### src/rtl/cla_pkg.sv
// Shared definitions for the pipelined carry-lookahead adder/accumulator.
//   op_e            : request opcode (ADD, SUB, ACC, CLR)
//   is_acc_clr      : true for the opcodes that touch the accumulator
//   lookahead_carry : carry into position n of a propagate/generate chain,
//                     written as a flat sum of products (no ripple)
package cla_pkg;

    typedef enum logic [1:0] {
        OP_ADD = 2'b00,
        OP_SUB = 2'b01,
        OP_ACC = 2'b10,
        OP_CLR = 2'b11
    } op_e;

    function automatic logic is_acc_clr(input op_e o);
        return (o == OP_ACC) || (o == OP_CLR);
    endfunction

    // c[n] = c0&p[0..n-1] | OR_j ( g[j] & p[j+1..n-1] )
    function automatic logic lookahead_carry(input int n,
                                             input logic [31:0] p,
                                             input logic [31:0] g,
                                             input logic c0);
        logic cy;
        logic t;
        t = c0;
        for (int k = 0; k < n; k++) t = t & p[k];
        cy = t;
        for (int j = 0; j < n; j++) begin
            t = g[j];
            for (int k = j + 1; k < n; k++) t = t & p[k];
            cy = cy | t;
        end
        return cy;
    endfunction

endpackage

### src/rtl/cla_group.sv
// GROUP-bit carry-lookahead slice.
//   x, y : operand bits of this group
//   cin  : carry into the group
//   sum  : group sum bits
//   gp   : group propagate (carry passes straight through)
//   gg   : group generate (carry produced regardless of cin)
// gp/gg do not depend on cin, so the enclosing lookahead can feed cin back
// without forming a combinational loop.
module cla_group
    import cla_pkg::*;
#(
    parameter int GROUP = 4
) (
    input  logic [GROUP-1:0] x,
    input  logic [GROUP-1:0] y,
    input  logic             cin,
    output logic [GROUP-1:0] sum,
    output logic             gp,
    output logic             gg
);

    logic [GROUP-1:0] p;
    logic [GROUP-1:0] g;
    logic [GROUP-1:0] c;

    assign p  = x ^ y;
    assign g  = x & y;
    assign gp = &p;
    assign gg = lookahead_carry(GROUP, 32'(p), 32'(g), 1'b0);

    always_comb begin
        c = '0;
        for (int i = 0; i < GROUP; i++) begin
            c[i] = lookahead_carry(i, 32'(p), 32'(g), cin);
        end
    end

    assign sum = p ^ c;

endmodule

### src/rtl/cla_pipe_acc.sv
// Two-stage pipelined carry-lookahead adder / subtractor / accumulator.
//   clk, rst            : clock, asynchronous active-high reset
//   in_valid, in_ready  : request handshake
//   op, a, b, cin       : opcode (cla_pkg::op_e), operands, carry-in
//   out_valid, out_ready: result handshake
//   sum, cout, ovf      : result, carry out of MSB, signed overflow
//   acc_ovf             : sticky signed overflow of accumulate operations
// Stage 1 computes the lower half and the carry into the upper half and
// registers it; stage 2 finishes the upper half into the output register.
// ACC/CLR hold off the next request while in stage 1 so the following
// ACC reads the accumulator after it has been written.
// WIDTH/2 must be a multiple of GROUP.
module cla_pipe_acc
    import cla_pkg::*;
#(
    parameter int WIDTH = 8,
    parameter int GROUP = 4
) (
    input  logic             clk,
    input  logic             rst,
    input  logic             in_valid,
    output logic             in_ready,
    input  logic [1:0]       op,
    input  logic [WIDTH-1:0] a,
    input  logic [WIDTH-1:0] b,
    input  logic             cin,
    output logic             out_valid,
    input  logic             out_ready,
    output logic [WIDTH-1:0] sum,
    output logic             cout,
    output logic             ovf,
    output logic             acc_ovf
);

    localparam int HALF = WIDTH / 2;
    localparam int NG   = HALF / GROUP;

    op_e              op_in;
    logic [WIDTH-1:0] x_in;
    logic [WIDTH-1:0] y_in;
    logic             c_in;
    logic [WIDTH-1:0] acc;

    logic [HALF-1:0]  lo_sum;
    logic [NG-1:0]    gp_lo;
    logic [NG-1:0]    gg_lo;
    logic [NG-1:0]    c_lo;
    logic             c_mid;

    logic             vld_p1;
    op_e              op_p1;
    logic [HALF-1:0]  lo_sum_p1;
    logic             c_mid_p1;
    logic [HALF-1:0]  x_hi_p1;
    logic [HALF-1:0]  y_hi_p1;

    logic [HALF-1:0]  hi_sum;
    logic [NG-1:0]    gp_hi;
    logic [NG-1:0]    gg_hi;
    logic [NG-1:0]    c_hi;
    logic             cout_p2;
    logic             c_msb;
    logic             ovf_p2;
    logic [WIDTH-1:0] sum_p2;

    logic             accept;
    logic             adv;

    assign op_in = op_e'(op);

    // Every opcode reduces to x + y + c; CLR adds zeros so its result,
    // cout and ovf all come out as 0 with no special casing.
    always_comb begin
        x_in = '0;
        y_in = '0;
        c_in = 1'b0;
        case (op_in)
            OP_ADD: begin x_in = a;   y_in = b;  c_in = cin;  end
            OP_SUB: begin x_in = a;   y_in = ~b; c_in = 1'b1; end
            OP_ACC: begin x_in = acc; y_in = a;  c_in = cin;  end
            default: ;
        endcase
    end

    for (genvar gi = 0; gi < NG; gi++) begin : g_lo
        cla_group #(.GROUP(GROUP)) u_grp (
            .x   (x_in[gi*GROUP +: GROUP]),
            .y   (y_in[gi*GROUP +: GROUP]),
            .cin (c_lo[gi]),
            .sum (lo_sum[gi*GROUP +: GROUP]),
            .gp  (gp_lo[gi]),
            .gg  (gg_lo[gi])
        );
    end

    always_comb begin
        c_lo = '0;
        for (int i = 0; i < NG; i++) begin
            c_lo[i] = lookahead_carry(i, 32'(gp_lo), 32'(gg_lo), c_in);
        end
    end

    assign c_mid = lookahead_carry(NG, 32'(gp_lo), 32'(gg_lo), c_in);

    // Handshake: stage 1 moves into the output register whenever that
    // register is empty or being drained this cycle.
    assign adv      = vld_p1 && (!out_valid || out_ready);
    assign in_ready = !rst && (!vld_p1 || adv) && !(vld_p1 && is_acc_clr(op_p1));
    assign accept   = in_valid && in_ready;

    // ---- stage 1 register boundary ----
    always_ff @(posedge clk) begin
        if (accept) begin
            op_p1     <= op_in;
            lo_sum_p1 <= lo_sum;
            c_mid_p1  <= c_mid;
            x_hi_p1   <= x_in[WIDTH-1:HALF];
            y_hi_p1   <= y_in[WIDTH-1:HALF];
        end
    end

    for (genvar gi = 0; gi < NG; gi++) begin : g_hi
        cla_group #(.GROUP(GROUP)) u_grp (
            .x   (x_hi_p1[gi*GROUP +: GROUP]),
            .y   (y_hi_p1[gi*GROUP +: GROUP]),
            .cin (c_hi[gi]),
            .sum (hi_sum[gi*GROUP +: GROUP]),
            .gp  (gp_hi[gi]),
            .gg  (gg_hi[gi])
        );
    end

    always_comb begin
        c_hi = '0;
        for (int i = 0; i < NG; i++) begin
            c_hi[i] = lookahead_carry(i, 32'(gp_hi), 32'(gg_hi), c_mid_p1);
        end
    end

    assign cout_p2 = lookahead_carry(NG, 32'(gp_hi), 32'(gg_hi), c_mid_p1);
    // Carry into the MSB recovered from its sum bit: s = x ^ y ^ c.
    assign c_msb   = hi_sum[HALF-1] ^ x_hi_p1[HALF-1] ^ y_hi_p1[HALF-1];
    assign ovf_p2  = c_msb ^ cout_p2;
    assign sum_p2  = {hi_sum, lo_sum_p1};

    // ---- stage 2 / output register boundary ----
    always_ff @(posedge clk or posedge rst) begin
        if (rst) begin
            vld_p1    <= 1'b0;
            out_valid <= 1'b0;
            acc_ovf   <= 1'b0;
        end else begin
            if (accept) begin
                vld_p1 <= 1'b1;
            end else if (adv) begin
                vld_p1 <= 1'b0;
            end
            if (adv) begin
                out_valid <= 1'b1;
                if (op_p1 == OP_ACC && ovf_p2) begin
                    acc_ovf <= 1'b1;
                end else if (op_p1 == OP_CLR) begin
                    acc_ovf <= 1'b0;
                end
            end else if (out_ready) begin
                out_valid <= 1'b0;
            end
        end
    end

    always_ff @(posedge clk or posedge rst) begin
        if (rst) begin
            sum  <= '0;
            cout <= 1'b0;
            ovf  <= 1'b0;
            acc  <= '0;
        end else if (adv) begin
            sum  <= sum_p2;
            cout <= cout_p2;
            ovf  <= ovf_p2;
            if (op_p1 == OP_ACC) begin
                acc <= sum_p2;
            end else if (op_p1 == OP_CLR) begin
                acc <= '0;
            end
        end
    end

endmodule

### config.mk
export PLATFORM = sky130hd
export DESIGN_NAME = cla_pipe_acc
export DESIGN_NICKNAME = d
export VERILOG_FILES = /design/src/rtl/cla_pkg.sv /design/src/rtl/cla_group.sv /design/src/rtl/cla_pipe_acc.sv
export SDC_FILE = /design/constraint.sdc
export NUM_CORES = 1
export LEC_CHECK = 0
export CORE_MARGIN = 4
export CORE_UTILIZATION = 47
export CTS_CLUSTER_DIAMETER = 100
export CTS_CLUSTER_SIZE = 40
export DETAILED_ROUTE_END_ITERATION = 12
export PLACE_DENSITY = 0.87
export SYNTH_ARGS = -nofsm -noshare
export SYNTH_HDL_FRONTEND = slang
export SYNTH_SLANG_ARGS = --single-unit
### constraint.sdc
create_clock -name clk -period 2 [get_ports clk]
set_input_delay 0.2 -clock clk [delete_from_list [all_inputs] [get_ports clk]]
set_output_delay 0.2 -clock clk [all_outputs]
set_load 0.01 [all_outputs]
==> results.yml, run 1 <==
floorplan:
  die_x_um: 72.59
  core_area_mm2: 0.004029
  pin_count: 36
  die_h_um: 72.59
  start_util_pct: 48.66
  core.rowCount: 23
  dieArea_mm2: 0.005269
timing:
  tightest_slew_ns: 0.4808
  finalSetupViolCount: 0
  hold_ws_ns: 0.2649
  fmax_ghz: 0.5120
  drv_slew: 0
  period_share_pct: 97.65
  period_needed_ns: 1.953
  maxSlewHeadroom_pct: 67.87
  finalClockSkew_ns: 0.004080
  finalHoldViolCount: 0
setup_path:
  critPathArrivalTime_ns: 1.99
  worst_setup_path_start_kind: "input port"
  end_kind: "flop"
  cp.required_ns: 2.04
  cp_max_fo: 2
  crit_type: "in -> reg"
logic_synthesis:
  ys_ff_latch: 36
  synth_cell_types: 34
  syn_area_mm2: 0.001961
  syn_inst: 184
  yosys.area.top_type_share_pct: 26.80
  synth_common_cells: "27 x nand2_1, 21 x dfrtp_1, 18 x o21ai_0"
  async_reset_ff_share_pct: 58.33
  ys_warn_count: 0
  yosysMostFrequentCell: "nand2_1"
  synth-edff-count: 15
  syn_nets: 219
  avgSynthCellArea_um2: 10.66
  synthFlopType: "dfrtp_1"
  seq_area_frac_synth_pct: 49.78
  synthTopCellsByArea: "dfrtp_1 27%, edfxtp_1 23%, ha_1 6.4%"
  yosys.area.top_type: "dfrtp_1"
finish:
  nNetsFinal: 275
  drive_above_1_share_pct: 19.50
  num_antenna_cells: 0
  final_core_util_pct: 66.18
  syn_to_final_growth_pct: 35.99
drt:
  ant_nets: 0
  wl_per_cell_um: 15.00
  vias_per_cell: 5.271
  wl_mm: 4.364
  route.detailed.drc: 0
  dr_total_vias: 1534
  first_pass_iters: 4
  drtIter0Drc: 129
place:
  hpwl_mm: 3.191
  io_buffers: 35
  gp_congestion: 0.8702
power_and_ir_drop:
  combinationalPowerShare_pct: 30.3
  powerDensity_mw_per_mm2: 845.1
  p_int_uw: 1622
  p_sw_share_pct: 28.02
  pwr-share-seq_pct: 44.1
  p_leak_uw: 0.001171
  p_switching_uw: 631.3
  peakVddDrop_uv: 410.7
  p_clk_share_pct: 25.6
clock_tree:
  path_clk_slew_ns: 0.07
  hold_buffers: 0
  cts_buffer_depth: 2
  clock-sinks: 36
  numCtsBuffers: 5
  cts_tree: "built"
  clk_latency_ns: 0.29
  cts-root-buf: "clkbuf_8"
  cts_max_level: 2
global_routing:
  antenna_found_initial: 0
  grt_usage_pct: 18.51
  grt_max_degree: 24
  grt_pass1_vias: 1620
  grt_overflow: 0
  grt_pass1_wl_mm: 7.389
worst_hold_path:
  min_path_type: "in -> async"
job:
  cap_violations: 0
status:
  status: "finished clean"
==> what timing repair did <==
item	CTS	global route
pin swaps	5	2
buffers inserted	3	1
setup endpoints to repair	3	4
resized for setup	5	7
==> placed cells by master (no fill, tap or decap), types with 2 or more instances in the layout <==
cell / netlist / final
inv_1: 13 / 13
o21ai_2: 1 / 4
a22o_1: 2 / 2
o21a_1: 4 / 4
a21oi_1: 5 / 5
ha_1: 10 / 8
nor2_1: 4 / 3
dlygate4sd2_1: 0 / 2
xnor2_1: 14 / 12
nand2b_1: 7 / 7
o21bai_1: 2 / 2
buf_4: 0 / 19
nand2_1: 27 / 26
dfrtp_1: 21 / 21
o21ai_0: 18 / 15
edfxtp_1: 15 / 15
a21o_1: 4 / 4
xor2_1: 2 / 2
xnor2_2: 0 / 2
mux2_2: 8 / 8
mux2i_1: 2 / 2
clkbuf_8: 0 / 5
o22ai_1: 5 / 5
fa_1: 2 / 2
clkdlybuf4s50_1: 0 / 32
==> power groups by stage <==
stage	Clock, uW	Combinational (uW)	Sequential (uW)
after detailed placement	0	657	1010
after global routing	623	744	1010
after CTS	587	667	996
after floorplan	0	313	1020
after global placement	0	630	1000
final	576	682	995
==> sequential cells by signal, indices dropped and copies added, names as in the netlist, 2 cells and up <==
| name | cells |
|---|---|
| y_hi_p1 | 4 |
| op_p1 | 2 |
| acc | 8 |
| lo_sum_p1 | 4 |
| x_hi_p1 | 4 |
| sum | 8 |
==> cell families after synthesis <==
kind of cell,after synthesis,synth area share [%]
AOI/OAI and AO/OA,47,14.93
and+or+nand+nor,43,9.764
DFF,36,49.78
buffers and inverters,20,4.339
xor gates and xnor gates,16,7.148
adders and majority gates,12,8.424
muxes,10,5.616
==> metrics by stage <==
stage	instance area [um^2]	power, uW	TNS [ns]	worst slack, ns	std cells
finish	2666	2253	0	0.04700	291
detailed placement	2492	1664	-1.330	-0.4344	279
floorplan	1982	1338	0	0.006813	184
global placement	2492	1631	-0.9850	-0.3349	279
CTS	2624	2250	0	0.02526	290
global route	2666	2380	-0.01856	-0.009253	291
==> final cells by class <==
| class | instances | area (um^2) |
|---|---|---|
| clock buffer | 7 | 97.59 |
| clock inverter | 1 | 5.005 |
| fill | 318 | 1363 |
| inverter | 13 | 48.80 |
| multi-input combinational | 128 | 952.2 |
| sequential | 36 | 975.9 |
| tap | 50 | 62.56 |
| timing repair buffer | 56 | 524.3 |
==> worst max-delay path, cell delays in order <==
cell and delay (ns):
clkdlybuf4s50_1 0.53, inv_1 0.07, o21ai_2 0.19, ha_4 0.24, ha_2 0.17, o21a_1 0.19, o21a_1 0.21, nor2_2 0.13
xnor2_1 0.07
==> path summary, 6_finish.rpt <==
| path | start | endpoint | slack [ns] | cells after the start |
|---|---|---|---|---|
| setup / recovery | a[0] | lo_sum_p1[3]$_DFFE_PP_ | 0.05 | 9 |
| hold / removal | rst | out_valid$_DFFE_PP0P_ | 0.26 | 3 |
| setup reg to reg | y_hi_p1[0]$_DFFE_PP_ | sum[7]$_DFFE_PP0P_ | 0.09 | 7 |
| hold reg to reg | sum[5]$_DFFE_PP0P_ | sum[5]$_DFFE_PP0P_ | 0.49 | 2 |
| max in group asynchronous | rst | cout$_DFFE_PP0P_ | 1.52 | 3 |
| min in group clk | op[1] | op_p1[1]$_DFFE_PP_ | 0.48 | 2 |
==> routing by layer <==
layer / track usage [%] / part of all wire, %
met1: 21.61 / 40
met2: 31.56 / 52
met3: 4.821 / 5.8
met4: 8.811 / 2.6
met5: 0 / 0
No activity file was read; power rests on OpenSTA's default activity.
==> run 2, diff against run 1 <==
--- a/config.mk
+++ b/config.mk
@@ -5,6 +5,7 @@
 export SDC_FILE = /design/constraint.sdc
 export NUM_CORES = 1
 export LEC_CHECK = 0
+export CAP_MARGIN = 20
 export CORE_MARGIN = 4
 export CORE_UTILIZATION = 47
 export CTS_CLUSTER_DIAMETER = 100
==> results of run 2 <==
Final layout, timing and power as in run 1 (identical DEF).
